### src/rtl/alu4_pkg.sv
// Shared definitions for the alu4 accumulator sequencer: op codes, FSM encodings,
// flag bit positions and the sign-magnitude to two's-complement helper.
package alu4_pkg;

    typedef enum logic [1:0] {
        OP_AND = 2'b00,
        OP_OR  = 2'b01,
        OP_ADD = 2'b10,
        OP_SUB = 2'b11
    } op_e;

    typedef enum logic [1:0] {
        S_IDLE  = 2'b00,
        S_EXEC  = 2'b01,
        S_WRITE = 2'b10,
        S_HOLD  = 2'b11
    } state_e;

    localparam int FLG_C = 2;
    localparam int FLG_Z = 1;
    localparam int FLG_N = 0;

    // A magnitude of 4'b1000 with the sign set maps onto -8 without any special case.
    function automatic logic [3:0] sm_to_tc(input logic neg, input logic [3:0] mag);
        return neg ? (~mag + 4'd1) : mag;
    endfunction

endpackage

### src/rtl/alu4_acc_seq_if.sv
// Command and result handshake bundle of the accumulator sequencer.
interface alu4_acc_seq_if;
    import alu4_pkg::*;

    logic       cmd_valid;
    logic       cmd_ready;
    logic       cmd_load;
    op_e        cmd_op;
    logic [3:0] cmd_operand;
    logic       res_valid;
    logic       res_ready;
    logic [3:0] res_data;
    logic [2:0] res_flags;

    modport master (
        output cmd_valid, cmd_load, cmd_op, cmd_operand, res_ready,
        input  cmd_ready, res_valid, res_data, res_flags
    );

    modport slave (
        input  cmd_valid, cmd_load, cmd_op, cmd_operand, res_ready,
        output cmd_ready, res_valid, res_data, res_flags
    );

endinterface

### src/rtl/alu4_acc_seq_sat_counter.sv
// Saturating event counter; holds at all-ones until cleared.
module sat_counter #(
    parameter int W = 8
) (
    input  logic         clk,
    input  logic         clear,
    input  logic         inc,
    output logic [W-1:0] count
);

    logic [W-1:0] count_reg;

    always_ff @(posedge clk) begin
        if (clear) begin
            count_reg <= '0;
        end else if (inc && (count_reg != {W{1'b1}})) begin
            count_reg <= count_reg + W'(1);
        end
    end

    assign count = count_reg;

endmodule

### src/rtl/alu4_acc_seq.sv
// Accumulator sequencer in front of alu4: takes commands, runs them through the ALU,
// and hands each accumulator result downstream over a valid/ready handshake.
module alu4_acc_seq
    import alu4_pkg::*;
#(
    parameter int CNT_W = 8
) (
    input  logic             clk,
    input  logic             reset,
    alu4_acc_seq_if.slave    bus,
    output logic [3:0]       alu_n1,
    output logic [3:0]       alu_n2,
    output logic [1:0]       alu_op,
    input  logic [3:0]       alu_out,
    input  logic             alu_carryf,
    input  logic             alu_zerof,
    input  logic             alu_negativef,
    output logic [CNT_W-1:0] carry_cnt
);

    state_e     state_reg;
    state_e     state_next;
    logic [3:0] acc_reg;
    logic [3:0] operand_reg;
    logic [2:0] flags_reg;
    op_e        op_reg;
    logic       load_reg;
    logic       carry_inc;

    always_comb begin
        state_next = state_reg;
        case (state_reg)
            S_IDLE:  if (bus.cmd_valid) state_next = bus.cmd_load ? S_WRITE : S_EXEC;
            S_EXEC:  state_next = S_WRITE;
            S_WRITE: state_next = S_HOLD;
            S_HOLD:  if (bus.res_ready) state_next = S_IDLE;
            default: state_next = S_IDLE;
        endcase
    end

    always_ff @(posedge clk) begin
        if (reset) begin
            state_reg   <= S_IDLE;
            acc_reg     <= 4'd0;
            operand_reg <= 4'd0;
            flags_reg   <= 3'b000;
            op_reg      <= OP_AND;
            load_reg    <= 1'b0;
        end else begin
            state_reg <= state_next;
            if ((state_reg == S_IDLE) && bus.cmd_valid) begin
                op_reg      <= bus.cmd_op;
                operand_reg <= bus.cmd_operand;
                load_reg    <= bus.cmd_load;
            end
            if (state_reg == S_WRITE) begin
                if (load_reg) begin
                    acc_reg          <= operand_reg;
                    flags_reg[FLG_C] <= 1'b0;
                    flags_reg[FLG_Z] <= (operand_reg == 4'd0);
                    flags_reg[FLG_N] <= operand_reg[3];
                end else begin
                    acc_reg          <= sm_to_tc(alu_negativef, alu_out);
                    flags_reg[FLG_C] <= alu_carryf;
                    flags_reg[FLG_Z] <= alu_zerof;
                    flags_reg[FLG_N] <= alu_negativef;
                end
            end
        end
    end

    // ALU operands come straight from registers so the ALU sees a full cycle of settle.
    assign alu_n1 = acc_reg;
    assign alu_n2 = operand_reg;
    assign alu_op = op_reg;

    assign bus.cmd_ready = (state_reg == S_IDLE);
    assign bus.res_valid = (state_reg == S_HOLD);
    assign bus.res_data  = acc_reg;
    assign bus.res_flags = flags_reg;

    assign carry_inc = (state_reg == S_WRITE) && !load_reg && alu_carryf;

    sat_counter #(
        .W (CNT_W)
    ) u_carry_cnt (
        .clk   (clk),
        .clear (reset),
        .inc   (carry_inc),
        .count (carry_cnt)
    );

endmodule

### src/flat_wrapper.sv
// flat-port wrapper written by rule: the top's interface ports become plain ports
module alu4_acc_seq_flat import alu4_pkg::*;
#(
    parameter int CNT_W = 8
)
  (clk, reset, alu_n1, alu_n2, alu_op, alu_out, alu_carryf, alu_zerof, alu_negativef, carry_cnt, bus_cmd_valid, bus_cmd_load, bus_cmd_op, bus_cmd_operand, bus_res_ready, bus_cmd_ready, bus_res_valid, bus_res_data, bus_res_flags);
  alu4_acc_seq_if bus_i ();
  input  logic clk;
  input  logic reset;
  output logic [3:0] alu_n1;
  output logic [3:0] alu_n2;
  output logic [1:0] alu_op;
  input  logic [3:0] alu_out;
  input  logic alu_carryf;
  input  logic alu_zerof;
  input  logic alu_negativef;
  output logic [CNT_W-1:0] carry_cnt;
  input wire logic [$bits(bus_i.cmd_valid)-1:0] bus_cmd_valid;
  input wire logic [$bits(bus_i.cmd_load)-1:0] bus_cmd_load;
  input wire logic [$bits(bus_i.cmd_op)-1:0] bus_cmd_op;
  input wire logic [$bits(bus_i.cmd_operand)-1:0] bus_cmd_operand;
  input wire logic [$bits(bus_i.res_ready)-1:0] bus_res_ready;
  output wire logic [$bits(bus_i.cmd_ready)-1:0] bus_cmd_ready;
  output wire logic [$bits(bus_i.res_valid)-1:0] bus_res_valid;
  output wire logic [$bits(bus_i.res_data)-1:0] bus_res_data;
  output wire logic [$bits(bus_i.res_flags)-1:0] bus_res_flags;
  assign bus_i.cmd_valid = bus_cmd_valid;
  assign bus_i.cmd_load = bus_cmd_load;
  assign bus_i.cmd_op = bus_cmd_op;
  assign bus_i.cmd_operand = bus_cmd_operand;
  assign bus_i.res_ready = bus_res_ready;
  assign bus_cmd_ready = bus_i.cmd_ready;
  assign bus_res_valid = bus_i.res_valid;
  assign bus_res_data = bus_i.res_data;
  assign bus_res_flags = bus_i.res_flags;
  alu4_acc_seq #(.CNT_W(CNT_W)) u_core (.clk(clk), .reset(reset), .bus(bus_i), .alu_n1(alu_n1), .alu_n2(alu_n2), .alu_op(alu_op), .alu_out(alu_out), .alu_carryf(alu_carryf), .alu_zerof(alu_zerof), .alu_negativef(alu_negativef), .carry_cnt(carry_cnt));
endmodule
### config.mk
export PLATFORM = sky130hd
export DESIGN_NAME = alu4_acc_seq_flat
export DESIGN_NICKNAME = d
export VERILOG_FILES = /design/src/rtl/alu4_pkg.sv /design/src/rtl/alu4_acc_seq_if.sv /design/src/rtl/alu4_acc_seq_sat_counter.sv /design/src/rtl/alu4_acc_seq.sv /design/src/flat_wrapper.sv
export SDC_FILE = /design/constraint.sdc
export NUM_CORES = 1
export LEC_CHECK = 0
export ABC_AREA = 1
export BUFFER_PORTS_ARGS = -buffer_cell sky130_fd_sc_hd__buf_2
export CAP_MARGIN = 5
export CORE_ASPECT_RATIO = 0.5
export CORE_MARGIN = 2
export CORE_UTILIZATION = 49
export DETAILED_ROUTE_END_ITERATION = 10
export PLACE_DENSITY = 0.82
export SLEW_MARGIN = 20
export SYNTH_ARGS = -nofsm -noshare
export SYNTH_HDL_FRONTEND = slang
export SYNTH_HIERARCHICAL = 1
export SYNTH_SLANG_ARGS = --single-unit
### constraint.sdc
create_clock -name clk -period 1.96 [get_ports clk]
set_clock_uncertainty 0.05 [all_clocks]
set_input_delay 0 -clock clk [delete_from_list [all_inputs] [get_ports clk]]
set_output_delay 0 -clock clk [all_outputs]
set_load 0.01 [all_outputs]
Word-level counts from Yosys, hierarchy flattened
Cells that the tools add are included.
{"block": "word_totals", "regBits": 24, "out_inout_bits": 27}
{"block": "op_classes", "add_sub_neg": 2, "n_eq_ne": 6, "n_mux": 7, "n_bitwise": 1, "n_reduce_logical": 8}
{"op": "$add 8x1->8 const B", "n": 1}
{"op": "$mux 4", "n": 2}
{"op": "$ne 8x8->1 const B", "n": 1}
{"op": "$pmux 2 s4", "n": 1}
{"op": "$mux 2", "n": 3}
{"op": "$add 4x1->4 const B", "n": 1}
{"op": "$eq 2x2->1 const B", "n": 2}
{"op": "$logic_and 1x1->1", "n": 4}
{"op": "$logic_not 4->1", "n": 1}
{"op": "$ne 2x2->1 const B", "n": 2}
{"op": "$not 4->4", "n": 1}
{"op": "$mux 3", "n": 1}
{"op": "$eq 2x1->1 const B", "n": 1}
{"op": "$logic_not 2->1", "n": 1}
{"op": "$reduce_and 2->1", "n": 1}
{"op": "$logic_not 1->1", "n": 1}

Logic depth before layout (Yosys ltp)
{"block": "depth", "ltp_word": 4, "depth_mapped": 12, "depth_no_buf": 12}

Hierarchy
Netlist, hierarchy kept.
{"mod": "alu4_acc_seq", "n_inst": 1, "cells_per_inst": 111, "area_per_inst_um2": 814.5}
{"mod": "sat_counter", "n_inst": 1, "cells_per_inst": 77, "area_per_inst_um2": 484.2}

Least setup slack after synthesis
No wires, ideal clock.
{"block": "synth_path", "path_kind": "register -> register", "from": "register u_core.state_reg[0]", "to": "register u_core.u_carry_cnt.count_reg[3] (netlist: u_core/u_carry_cnt/count[3])", "arrival_time_ns": 1.393, "t_required_ns": 1.795, "path_slack_ns": 0.402, "stages_incl_launch_ff": 13, "cell_sequence": "dfxtp_1 -> inv_1 -> ha_1 -> inv_2 -> nor2_2 -> nand2_1 -> inv_1 -> buf_4 -> inv_2 -> nor2_1 -> nand3_1 -> nand2_1 -> nor2_1"}
{"block": "synth_between", "elab_chain_len": 4}
{"element": "start: declaration", "line_no": "alu4_acc_seq.sv:21", "text": "state_e state_reg;"}
{"element": "start signal: assignment", "line_no": "alu4_acc_seq.sv:50", "text": "state_reg <= state_next;"}
{"element": "$eq 2x2->1", "line_no": "alu4_acc_seq.sv:82", "text": "assign carry_inc = (state_reg == S_WRITE) && !load_reg && alu_carryf;"}
{"element": "$logic_and 1x1->1 (2 in a row)", "line_no": "alu4_acc_seq.sv:82"}
{"element": "named net u_core.carry_inc", "line_no": "alu4_acc_seq.sv:28", "text": "logic carry_inc;"}
{"element": "$logic_and 1x1->1", "line_no": "alu4_acc_seq_sat_counter.sv:16", "text": "end else if (inc && (count_reg != {W{1'b1}})) begin"}
{"element": "end signal: assignment", "line_no": "alu4_acc_seq_sat_counter.sv:17", "text": "count_reg <= count_reg + W'(1);"}
{"element": "end: declaration", "line_no": "alu4_acc_seq_sat_counter.sv:11", "text": "logic [W-1:0] count_reg;"}
The timed path passes the listed nets, and every way through them passes these cells.
A chain may end at the register's enable or synchronous reset.

Final worst setup path
{"block": "layout_path", "from": "register u_core.state_reg[0]", "to": "register u_core.flags_reg[2] (netlist: u_core/bus.res_flags[2])"}
{"block": "layout_between", "elab_chain_len": 1}
{"element": "$eq 2x2->1", "line_no": "alu4_acc_seq.sv:56", "text": "if (state_reg == S_WRITE) begin"}
{"element": "end signal: indexed assignment", "line_no": "alu4_acc_seq.sv:60", "text": "flags_reg[FLG_Z] <= (operand_reg == 4'd0);"}
{"element": "end signal: indexed assignment", "line_no": "alu4_acc_seq.sv:61", "text": "flags_reg[FLG_N] <= operand_reg[3];"}
{"element": "end signal: indexed assignment", "line_no": "alu4_acc_seq.sv:64", "text": "flags_reg[FLG_C] <= alu_carryf;"}
{"element": "end: declaration", "line_no": "alu4_acc_seq.sv:25", "text": "logic [2:0] flags_reg;"}
No other way between the ends.

==> results.cfg <==
[power]
swShare_pct = 38.4
p_leak_uw = 0.000830
peakVddDrop_uv = 384
p_total_uw = 1620
p_per_area_nw_per_um2 = 971
pwr-share-clk_pct = 17.6
p_int_uw = 997
switching_power_uw = 620
combPwrFrac_pct = 41.0
p_seq_share_pct = 41.4

[synth]
syn_nets = 211
yosysTopAreaCellShare_pct = 37.0
seq_area_frac_synth_pct = 37.0
synth_area_leaders = dfxtp_1 37%, nand2_1 12%, a21oi_1 7.3%
synthArstFlopShare_pct = 0
synth_top_cell_by_area = dfxtp_1
synthFlopType = dfxtp_1
yosys_warnings = 6
syn_area_per_cell_um2 = 6.91
synth.most_common_cell = nand2_1
synth.distinct_cells = 25
syn_area_um2 = 1300
synthCells = 188
ys_ff_latch = 24
synth_common_cells = 40 x nand2_1, 24 x dfxtp_1, 24 x nor2_1
synth_edf_count = 0

[run]
max_cap_viol_count = 0

[setup_path]
ff2ff_path_depth = 7
critPathSlowestCell = dlygate4sd3_1
critPathArrivalTime_ns = 1.99
r2r_slack_ns = 0.13
worstPathRequired_ns = 2.12
r2r-start = u_core/state_reg[0]
timing.rr.end = u_core/bus.res_flags[2]
path_max_fanout = 10
worstSetupStartpointType = register
critPathKind = reg -> reg
path_cells = inv_1, ha_2, inv_4, nor2_2, nand2_1, a21oi_1, dlygate4sd3_1
critPathCaptureType = register
cpPeakStageDelay_ns = 0.56

[clock_network]
path_clk_slew_ns = 0.08
cts-htree-levels = 1
cts.sink_count = 24
clockBufferDepth = 2
cts_inserted_buffers = 3
insertion_delay_ns = 0.26
cts_tree = yes
clockRootBuffer = clkbuf_8

[floorplan]
die-area_um2 = 3100
fp.dieH_um = 40.4
rows = 13
pin_count = 45
core-area_um2 = 2550
die_x_um = 76.8
initial_core_util_pct = 50.9

[timing]
worstMarginPinSlew_ns = 0.372
maxSlewHeadroom_pct = 75.2
hold_ws_ns = 0.00235
setup_tns_ns = 0
rsz0062_at_grt = false
fmax_mhz = 548
hold_viol = 0
post-route-min-period_ns = 1.83
post-route-period-util_pct = 93.2
setup_viol = 0
drv_slew = 0

[cells_and_area]
layout.nets = 264
largest_reg_flops = 8
diodes = 0
fillers = 226
postLayoutCellArea_um2 = 1670
area_growth_pct = 28.2
layout-drive-gt1-share_pct = 28.5

[detailed_routing]
drc_errors = 0
first_iter_violations = 101
first_pass_iters = 4
avgRoutedWirePerCell_um = 10.9
wirelength_um = 3000
final_antenna_net_count = 0
vias_per_cell = 4.81
dr_total_vias = 1328

[placement]
post_dp_cell_area_um2 = 1500
dp_hpwl_um = 2130
routabilityCongestion = 0.844
port_buffers = 44

[grt]
antenna_found_initial = 0
grt_pass1_vias = 1139
track_usage_pct = 19.9
grt_pass1_wl_um = 4710
grt_overflow = 0
grt_max_degree = 13

[worst_hold_path]
whs_path_depth = 3
hold_path_end = u_core/bus.res_flags[1]
min_from = alu_zerof
hold_class = in -> reg

[status]
status = completed
==> cell type report <==
cell class / instances / area, µm² / share of cell area [%]
multi-input combinational: 126 / 642 / 38.5
sequential: 24 / 480 / 28.9
timing repair buffer: 56 / 335 / 20.1
inverter: 29 / 115 / 6.91
tap: 37 / 46.3 / 2.78
clock buffer: 3 / 41.3 / 2.48
timing repair inverter: 1 / 5.00 / 0.301
==> layer usage <==
metal	share of wire, %	track usage [%]
met2	52	40.6
met1	40	21.2
met4	1.4	8.18
met5	0	0
met3	6.6	4.95
==> cells in the final DEF (no fill, tap or decap), types with 2 or more instances in the layout <==
master / instances
buf_2: 44
nand2_1: 40
nor2_1: 24
dfxtp_1: 24
inv_1: 22
a21oi_1: 19
dlygate4sd3_1: 10
o21ai_1: 10
nand3_1: 9
inv_2: 5
ha_1: 4
clkbuf_8: 3
nor2_2: 3
o21ai_0: 3
o211ai_1: 2
nand3_2: 2
buf_4: 2
==> cell families (layout without fill, tap and decap cells) <==
| family | Yosys count | after routing | share of synthesized area, % |
|---|---|---|---|
| flops | 24 | 24 | 37.0 |
| simple gates | 84 | 84 | 28.6 |
| buf+inv | 38 | 89 | 13.8 |
| fa+ha+maj | 5 | 5 | 4.82 |
| compound gates | 37 | 37 | 15.8 |
==> power groups by stage <==
stage	Combinational (µW)	Clock [µW]	Sequential, µW
after floorplan	430	0	700
after global placement	588	0	677
after detailed placement	607	0	679
after CTS	628	302	667
after global routing	745	308	686
final	664	285	669
==> what timing repair did <==
action,in CTS,in global routing
hold buffers,10,0
endpoints found under the hold margin,13,0
gates resized for setup,0,3
setup buffers,0,2
endpoints found under the setup margin,0,5
==> worst max path at each step <==
stage	from	endpoint	slack (ns)
after detailed placement	u_core/state_reg[0]	u_core/u_carry_cnt/count[4]	0.13
final	u_core/state_reg[0]	u_core/bus.res_flags[2]	0.13
after global routing	u_core/state_reg[0]	u_core/u_carry_cnt/count[3]	0.03
after CTS	u_core/state_reg[0]	u_core/u_carry_cnt/count[4]	0.12
after global placement	u_core/state_reg[0]	u_core/u_carry_cnt/count[4]	0.22
after floorplan	u_core/state_reg[0]	u_core/u_carry_cnt/count[3]	0.40
==> through the flow <==
| step | instances | setup slack, ns | util [%] |
|---|---|---|---|
| 2_1_floorplan | 188 | 0.402 | - |
| 3_3_place_gp | 260 | 0.218 | 58.5 |
| 3_5_place_dp | 260 | 0.129 | 58.5 |
| 4_1_cts | 273 | 0.119 | 64.1 |
| 5_1_grt | 276 | 0.0297 | 65.2 |
| 6_report | 276 | 0.134 | 65.2 |
==> worst max-delay path: cells and delay by family, from the launching register on <==
kind	cells	cell delay [ns]
simple gates	2	0.27
buf+inv	3	0.72
compound gates	1	0.15
fa+ha+maj	1	0.25
flops	1	0.33
(Power assumes the default switching activity.)
